**src/rtl/nand_flash_ctrl.sv**
```systemverilog
// Command/response controller for a simple NAND-style memory: read, program with
// verify readback, and full erase, each with a fixed busy-wait.
module nand_flash_ctrl #(
  parameter int unsigned PROG_CYCLES  = 4,
  parameter int unsigned ERASE_CYCLES = 16
) (
  input  logic       clk,
  input  logic       rst,
  input  logic       cmd_valid,
  output logic       cmd_ready,
  input  logic [1:0] cmd_op,
  input  logic [7:0] cmd_addr,
  input  logic [7:0] cmd_wdata,
  output logic       rsp_valid,
  input  logic       rsp_ready,
  output logic [7:0] rsp_rdata,
  output logic       rsp_err,
  output logic       mem_we,
  output logic       mem_re,
  output logic       mem_erase,
  output logic [7:0] mem_addr,
  output logic [7:0] mem_din,
  input  logic [7:0] mem_dout
);

  typedef enum logic [3:0] {
    StIdle,
    StRdIssue,
    StRdCapt,
    StPgIssue,
    StPgWait,
    StVfIssue,
    StVfCapt,
    StErIssue,
    StErWait,
    StResp
  } state_e;

  localparam logic [1:0] OpRead  = 2'b00;
  localparam logic [1:0] OpProg  = 2'b01;
  localparam logic [1:0] OpErase = 2'b10;

  state_e     state_q;
  logic [7:0] cnt_q;

  always_ff @(posedge clk) begin
    if (rst) begin
      state_q   <= StIdle;
      cnt_q     <= 8'h00;
      cmd_ready <= 1'b1;
      rsp_valid <= 1'b0;
      rsp_rdata <= 8'h00;
      rsp_err   <= 1'b0;
      mem_we    <= 1'b0;
      mem_re    <= 1'b0;
      mem_erase <= 1'b0;
      mem_addr  <= 8'h00;
      mem_din   <= 8'h00;
    end else begin
      // Strobes are single-cycle pulses; only the issuing transition raises one.
      mem_we    <= 1'b0;
      mem_re    <= 1'b0;
      mem_erase <= 1'b0;
      case (state_q)
        StIdle: begin
          if (cmd_valid) begin
            cmd_ready <= 1'b0;
            mem_addr  <= cmd_addr;
            mem_din   <= cmd_wdata;
            case (cmd_op)
              OpRead: begin
                state_q <= StRdIssue;
                mem_re  <= 1'b1;
              end
              OpProg: begin
                state_q <= StPgIssue;
                mem_we  <= 1'b1;
              end
              OpErase: begin
                state_q   <= StErIssue;
                mem_erase <= 1'b1;
              end
              default: begin
                state_q   <= StResp;
                rsp_valid <= 1'b1;
                rsp_rdata <= 8'h00;
                rsp_err   <= 1'b1;
              end
            endcase
          end
        end
        StRdIssue: state_q <= StRdCapt;
        StRdCapt: begin
          state_q   <= StResp;
          rsp_valid <= 1'b1;
          rsp_rdata <= mem_dout;
          rsp_err   <= 1'b0;
        end
        StPgIssue: begin
          state_q <= StPgWait;
          cnt_q   <= 8'(PROG_CYCLES - 1);
        end
        StPgWait: begin
          if (cnt_q == 8'h00) begin
            state_q <= StVfIssue;
            mem_re  <= 1'b1;
          end else begin
            cnt_q <= cnt_q - 8'h01;
          end
        end
        StVfIssue: state_q <= StVfCapt;
        StVfCapt: begin
          state_q   <= StResp;
          rsp_valid <= 1'b1;
          rsp_rdata <= mem_dout;
          rsp_err   <= (mem_dout != mem_din);
        end
        StErIssue: begin
          state_q <= StErWait;
          cnt_q   <= 8'(ERASE_CYCLES - 1);
        end
        StErWait: begin
          if (cnt_q == 8'h00) begin
            state_q   <= StResp;
            rsp_valid <= 1'b1;
            rsp_rdata <= 8'h00;
            rsp_err   <= 1'b0;
          end else begin
            cnt_q <= cnt_q - 8'h01;
          end
        end
        StResp: begin
          if (rsp_ready) begin
            state_q   <= StIdle;
            cmd_ready <= 1'b1;
            rsp_valid <= 1'b0;
            rsp_rdata <= 8'h00;
            rsp_err   <= 1'b0;
          end
        end
        default: begin
          state_q   <= StIdle;
          cmd_ready <= 1'b1;
        end
      endcase
    end
  end

endmodule

```
**config.mk**
```make
export PLATFORM = sky130hd
export DESIGN_NAME = nand_flash_ctrl
export DESIGN_NICKNAME = d
export VERILOG_FILES = /design/src/rtl/nand_flash_ctrl.sv
export SDC_FILE = /design/constraint.sdc
export NUM_CORES = 1
export LEC_CHECK = 0
export CORE_MARGIN = 2
export CORE_UTILIZATION = 23
export DETAILED_ROUTE_END_ITERATION = 8
export GPL_ROUTABILITY_DRIVEN = 0
export PLACE_DENSITY = 0.46
export SLEW_MARGIN = 20
export SYNTH_ARGS = -nofsm -noshare
export SYNTH_HDL_FRONTEND = slang
export SYNTH_SLANG_ARGS = --single-unit
export TNS_END_PERCENT = 5
```
**constraint.sdc**
```tcl
create_clock -name clk -period 4.5 [get_ports clk]
set_clock_uncertainty 0.05 [all_clocks]
set_input_delay 0.675 -clock clk [delete_from_list [all_inputs] [get_ports clk]]
set_output_delay 0.675 -clock clk [all_outputs]
set_load 0.1 [all_outputs]
```
; ---- Word-level counts from Yosys, hierarchy flattened
; Cells that the tools add are included.
[word_totals]
ramBits = 0
ff_bits = 42
memories = 0
input_bits = 30
latchBits = 0
romBits = 0
[op_classes]
addsub = 1
n_shift = 0
n_lt_le_gt_ge = 0
div = 0
muxes = 29
n_reduce_logical = 17
mul = 0
bitwise_logic = 3
eq_ne = 18
[op_table]
columns = op, n
row1 = 8-bit 2-to-1 mux, 5
row2 = 4-bit one-hot mux with 9 select lines, 1
row3 = 8-bit one-hot mux with 4 select lines, 1
row4 = 8-bit one-hot mux with 3 select lines, 1
row5 = "4-bit by 3-bit equality test with 1-bit output, second input constant", 4
row6 = 4-bit 2-to-1 mux, 4
row7 = 1-bit 2-to-1 mux, 12
row8 = "2-bit inequality test, second input constant", 6
row9 = 4-bit one-hot mux with 3 select lines, 1
row10 = 5-bit AND reduction, 2
row11 = "4-bit by 2-bit equality test with 1-bit output, second input constant", 2
row12 = "4-bit equality test, second input constant", 2
row13 = 8-bit zero test, 1
row14 = 8-bit inequality test, 1
row15 = 8-bit OR reduction, 1
row16 = "8-bit by 1-bit subtractor with 8-bit output, second input constant", 1
row17 = 3-bit OR reduction, 2
row18 = 1-bit one-hot mux with 5 select lines, 1
row19 = 5-bit nonzero test, 1
row20 = "4-bit by 1-bit equality test with 1-bit output, second input constant", 1
row21 = 4-bit zero test, 1
row22 = 1-bit one-hot mux with 4 select lines, 1
row23 = 2-bit AND reduction, 2
row24 = 4-bit AND reduction, 1
row25 = other kinds (10), 13

; ---- Depth between registers and ports, before layout
[logic_depth]
depth_word = 5
mapped_depth = 7
ltp_nobuf = 6

; ---- Worst setup path before layout
; Ideal clock, no wire load.
[synth_timing]
path_type = flip-flop to flip-flop
from = register cnt_q[0]
to = register rsp_rdata[0]
path_stages_with_launch = 8
path_slack_ns = 2.667
synth_period_minus_slack_ns = 1.833
setup_ns = 0.117
t_arrival_ns = 1.665
path_cell_list = dfxtp_1 -> inv_1 -> ha_1 -> nor3b_1 -> nand3_1 -> a21o_1 -> buf_6 -> a32o_1
[synth_via]
elab_chain_len = 3
[synth_rtl]
columns = item, line
row1 = "start, declared", 44  ; logic [7:0] cnt_q;
row2 = "start signal, assigned", 101  ; cnt_q <= 8'(PROG_CYCLES - 1);
row3 = "start signal, assigned", 108  ; cnt_q <= cnt_q - 8'h01;
row4 = "start signal, assigned", 120  ; cnt_q <= 8'(ERASE_CYCLES - 1);
row5 = 8-bit zero test, 123  ; if (cnt_q == 8'h00) begin
row6 = 2-bit inequality test (no source line), --
row7 = 5-bit AND reduction (no source line), --
row8 = "end signal, assigned", 96  ; rsp_rdata <= mem_dout;
row9 = "end signal, assigned", 115  ; rsp_rdata <= mem_dout;
row10 = "end, declared", 16  ; output logic [7:0] rsp_rdata,
; No other way between the ends.
; A chain may end at the register's enable or synchronous reset.

; ---- Worst setup path after layout
[layout_timing]
from = register mem_din[0]
to = output port mem_din[0]
[layout_rtl]
columns = item, line
row1 = "start, declared", 22  ; output logic [7:0] mem_din,
row2 = "start signal, assigned", 69  ; mem_din <= cmd_wdata;
; No word-level cell between the ends.

==> impl_metrics.py <==
metrics = {
    "final_layout": {
        "area_delta_synth_final_pct": 35.90,
        "layout.nets": 326,
        "num-fill-cells": 932,
        "drive_above_1_share": 0.05517,
        "regArea_um2": 840.8,
        "insertedDiodeCount": 0,
        "multi_input_area_um2": 1126,
    },
    "sta": {
        "tns_ns": 0,
        "fin_crit_sh": 0.5725,
        "final-hold-violation-count": 0,
        "fin_crit_ns": 2.576,
        "finalSetupViolations": 0,
        "tightest_slew_ns": 0.9935,
        "slew_headroom": 0.3356,
        "grt_setup_unrepaired": "false",
        "drv_slew": 0,
        "fmax_ghz": 0.3882,
    },
    "setup_path": {
        "worstPathCellList": "clkdlybuf4s50_1",
        "crit_path_max_incr_delay_ns": 1.16,
        "critPathLaunchType": "flop",
        "end_kind": "output pin",
        "critical_path_buf_inv_count": 1,
        "critPathTopFamily": "buffers and inverters",
        "critPathKind": "reg -> out",
        "worstPathArrival_ns": 1.85,
        "cp_slowest_cell": "clkdlybuf4s50_1",
        "cp_max_fo": 3,
        "worstPathRequired_ns": 3.77,
    },
    "global_route": {
        "grt_remaining_overflow": 0,
        "grt_pass1_wl_um": 9466,
        "grt_pass1_vias": 1886,
        "antenna_found_initial": 0,
        "grtUsageTotal": 0.1190,
        "grt_max_degree": 24,
    },
    "synthesis": {
        "synth_ff_type": "dfxtp_1",
        "synth_top_area_share": 0.4014,
        "ys_warn_count": 0,
        "synthTopCellsByCount": "dfxtp_1, nand2_1, a21oi_1, inv_1",
        "syn_area_um2": 2095,
        "avgSynthCellArea_um2": 8.913,
        "ys_top_cells_by_area": "dfxtp_1, nand2_1, a21oi_1",
        "synth_edf_count": 0,
        "synth-async-reset-ratio": 0,
        "synth_seq_area_share": 0.4014,
        "ys_ff_latch": 42,
        "syn_nets": 272,
        "syn-instance-count": 235,
        "yosysTopAreaCell": "dfxtp_1",
        "synth_cell_types": 48,
        "yosysMostFrequentCell": "dfxtp_1",
    },
    "power_and_ir_drop": {
        "p_per_area_nw_per_um2": 686.9,
        "vdd.ir_drop.worst_mv": 0.2959,
        "total_power_w": 0.001955,
        "seq_power_share": 0.291,
        "leakagePower_nw": 1.009,
        "p_switching_w": 0.001048,
        "clockPowerShare": 0.127,
        "p_int_w": 0.0009076,
        "sw_frac_of_total": 0.5358,
        "p_comb_frac": 0.582,
    },
    "drt": {
        "drt_wl_total_um": 5656,
        "ant_nets": 0,
        "drtPass1Iterations": 6,
        "num_vias": 1907,
        "routedWlPerCell_um": 14.21,
        "dr.first_iter.drc_count": 91,
        "avgViaCountPerCell": 4.791,
        "drc": 0,
    },
    "run_status": {
        "outcome": "completed",
    },
    "clock_network": {
        "cts_buffer_depth": 2,
        "post_cts_buffers": 0,
        "cts_hold_buf": 0,
        "root_buffer": "clkbuf_8",
        "cts_max_level": 2,
        "clk_latency_ns": 0.30,
        "cts_made_buffers": 5,
        "post_cts_resized": 0,
        "clock_sinks": 42,
        "cts_tree": "done",
        "path_clk_slew_ns": 0.08,
    },
    "die": {
        "fp.dieW_um": 99.43,
        "initial_utilization": 0.2390,
        "core_area_um2": 8763,
        "die_height_um": 99.43,
        "row_count": 34,
        "io_pins": 60,
        "die_area_um2": 9886,
    },
    "placed_design": {
        "place_hpwl_um": 4062,
        "port_buffers": 59,
    },
    "flow_run": {
        "maxCapViolCount": 0,
    },
    "hold_path": {
        "hold_path.class": "reg -> reg",
    },
}
power groups by stage:
| stage | sequential (W) | combinational, W | clock (W) |
|---|---|---|---|
| after floorplan | 0.000983 | 0.000497 | 0 |
| after global placement | 0.000579 | 0.00114 | 0 |
| after detailed placement | 0.000576 | 0.00113 | 0 |
| after CTS | 0.000569 | 0.00113 | 0.000260 |
| after global routing | 0.000586 | 0.00122 | 0.000272 |
| final | 0.000569 | 0.00114 | 0.000248 |
through the flow:
step | area, µm² | std cells | utilization | hold WS [ns] | setup WS (ns)
finish | 2846 | 398 | 0.3248 | 0.4062 | 1.924
global route | 2846 | 398 | 0.3248 | 0.4379 | 1.859
CTS | 2835 | 397 | 0.3235 | 0.4121 | 1.896
detailed placement | 2749 | 389 | 0.3137 | 0.3994 | 1.847
global placement | 2749 | 389 | 0.3137 | 0.3964 | 1.904
floorplan | 2095 | 235 | - | 0.3968 | 2.667
kinds of logic (layout without fill, tap and decap cells):
logic type / count (synthesis) / after routing / share of synthesized area
DFF: 42 / 42 / 0.4014
xor gates and xnor gates: 9 / 9 / 0.03764
buffers and inverters: 26 / 81 / 0.06093
muxes: 5 / 5 / 0.02390
adders and majority gates: 7 / 7 / 0.04181
and+or+nand+nor: 81 / 81 / 0.2145
AOI/OAI and AO/OA: 65 / 65 / 0.2198
per-layer routing:
layer  share of wire  up-vias  global-route usage
met4           0.013        0             0.04320
met5               0        -                   0
li1                -      962                   -
met1            0.50      885              0.1630
met3           0.051        7             0.02811
met2            0.44       53              0.1824
placed cells by master (no fill, tap or decap), types with 3 or more instances in the layout:
cell type,instances
xnor2_1,9
a32o_1,8
nand2_1,39
a21oi_1,23
clkdlybuf4s50_1,59
dfxtp_1,42
o21ai_0,5
nor4_1,3
or3_1,5
a211oi_1,9
nand4_1,3
mux2i_1,5
inv_1,10
and3_1,4
ha_1,7
nor3_1,6
clkbuf_8,5
nor2_1,5
o31ai_1,3
cell type report:
type | count | share of cell area
Timing Repair Buffer | 62 | 0.2167
Inverter | 11 | 0.01451
Clock inverter | 2 | 0.004835
Multi-Input combinational cell | 167 | 0.3956
Sequential cell | 42 | 0.2954
Tap cell | 108 | 0.04747
Clock buffer | 6 | 0.02549
state kept, by name, summed over array words and instances, names as in the netlist, 4 cells and up:
signal     flops
mem_addr       8
rsp_rdata      8
state_q        4
cnt_q          8
mem_din        8
path summary, 6_finish.rpt:
path                                   from           to  slack, ns  cells past startpoint
worst min register to register  mem_addr[1]  mem_addr[1]       0.41                      2
worst max register to register   state_q[3]     cnt_q[4]       2.12                      5
worst max-delay path             mem_din[0]   mem_din[0]       1.92                      1
worst min-delay path            mem_addr[1]  mem_addr[1]       0.41                      2
No activity file was read; power rests on OpenSTA's default activity.
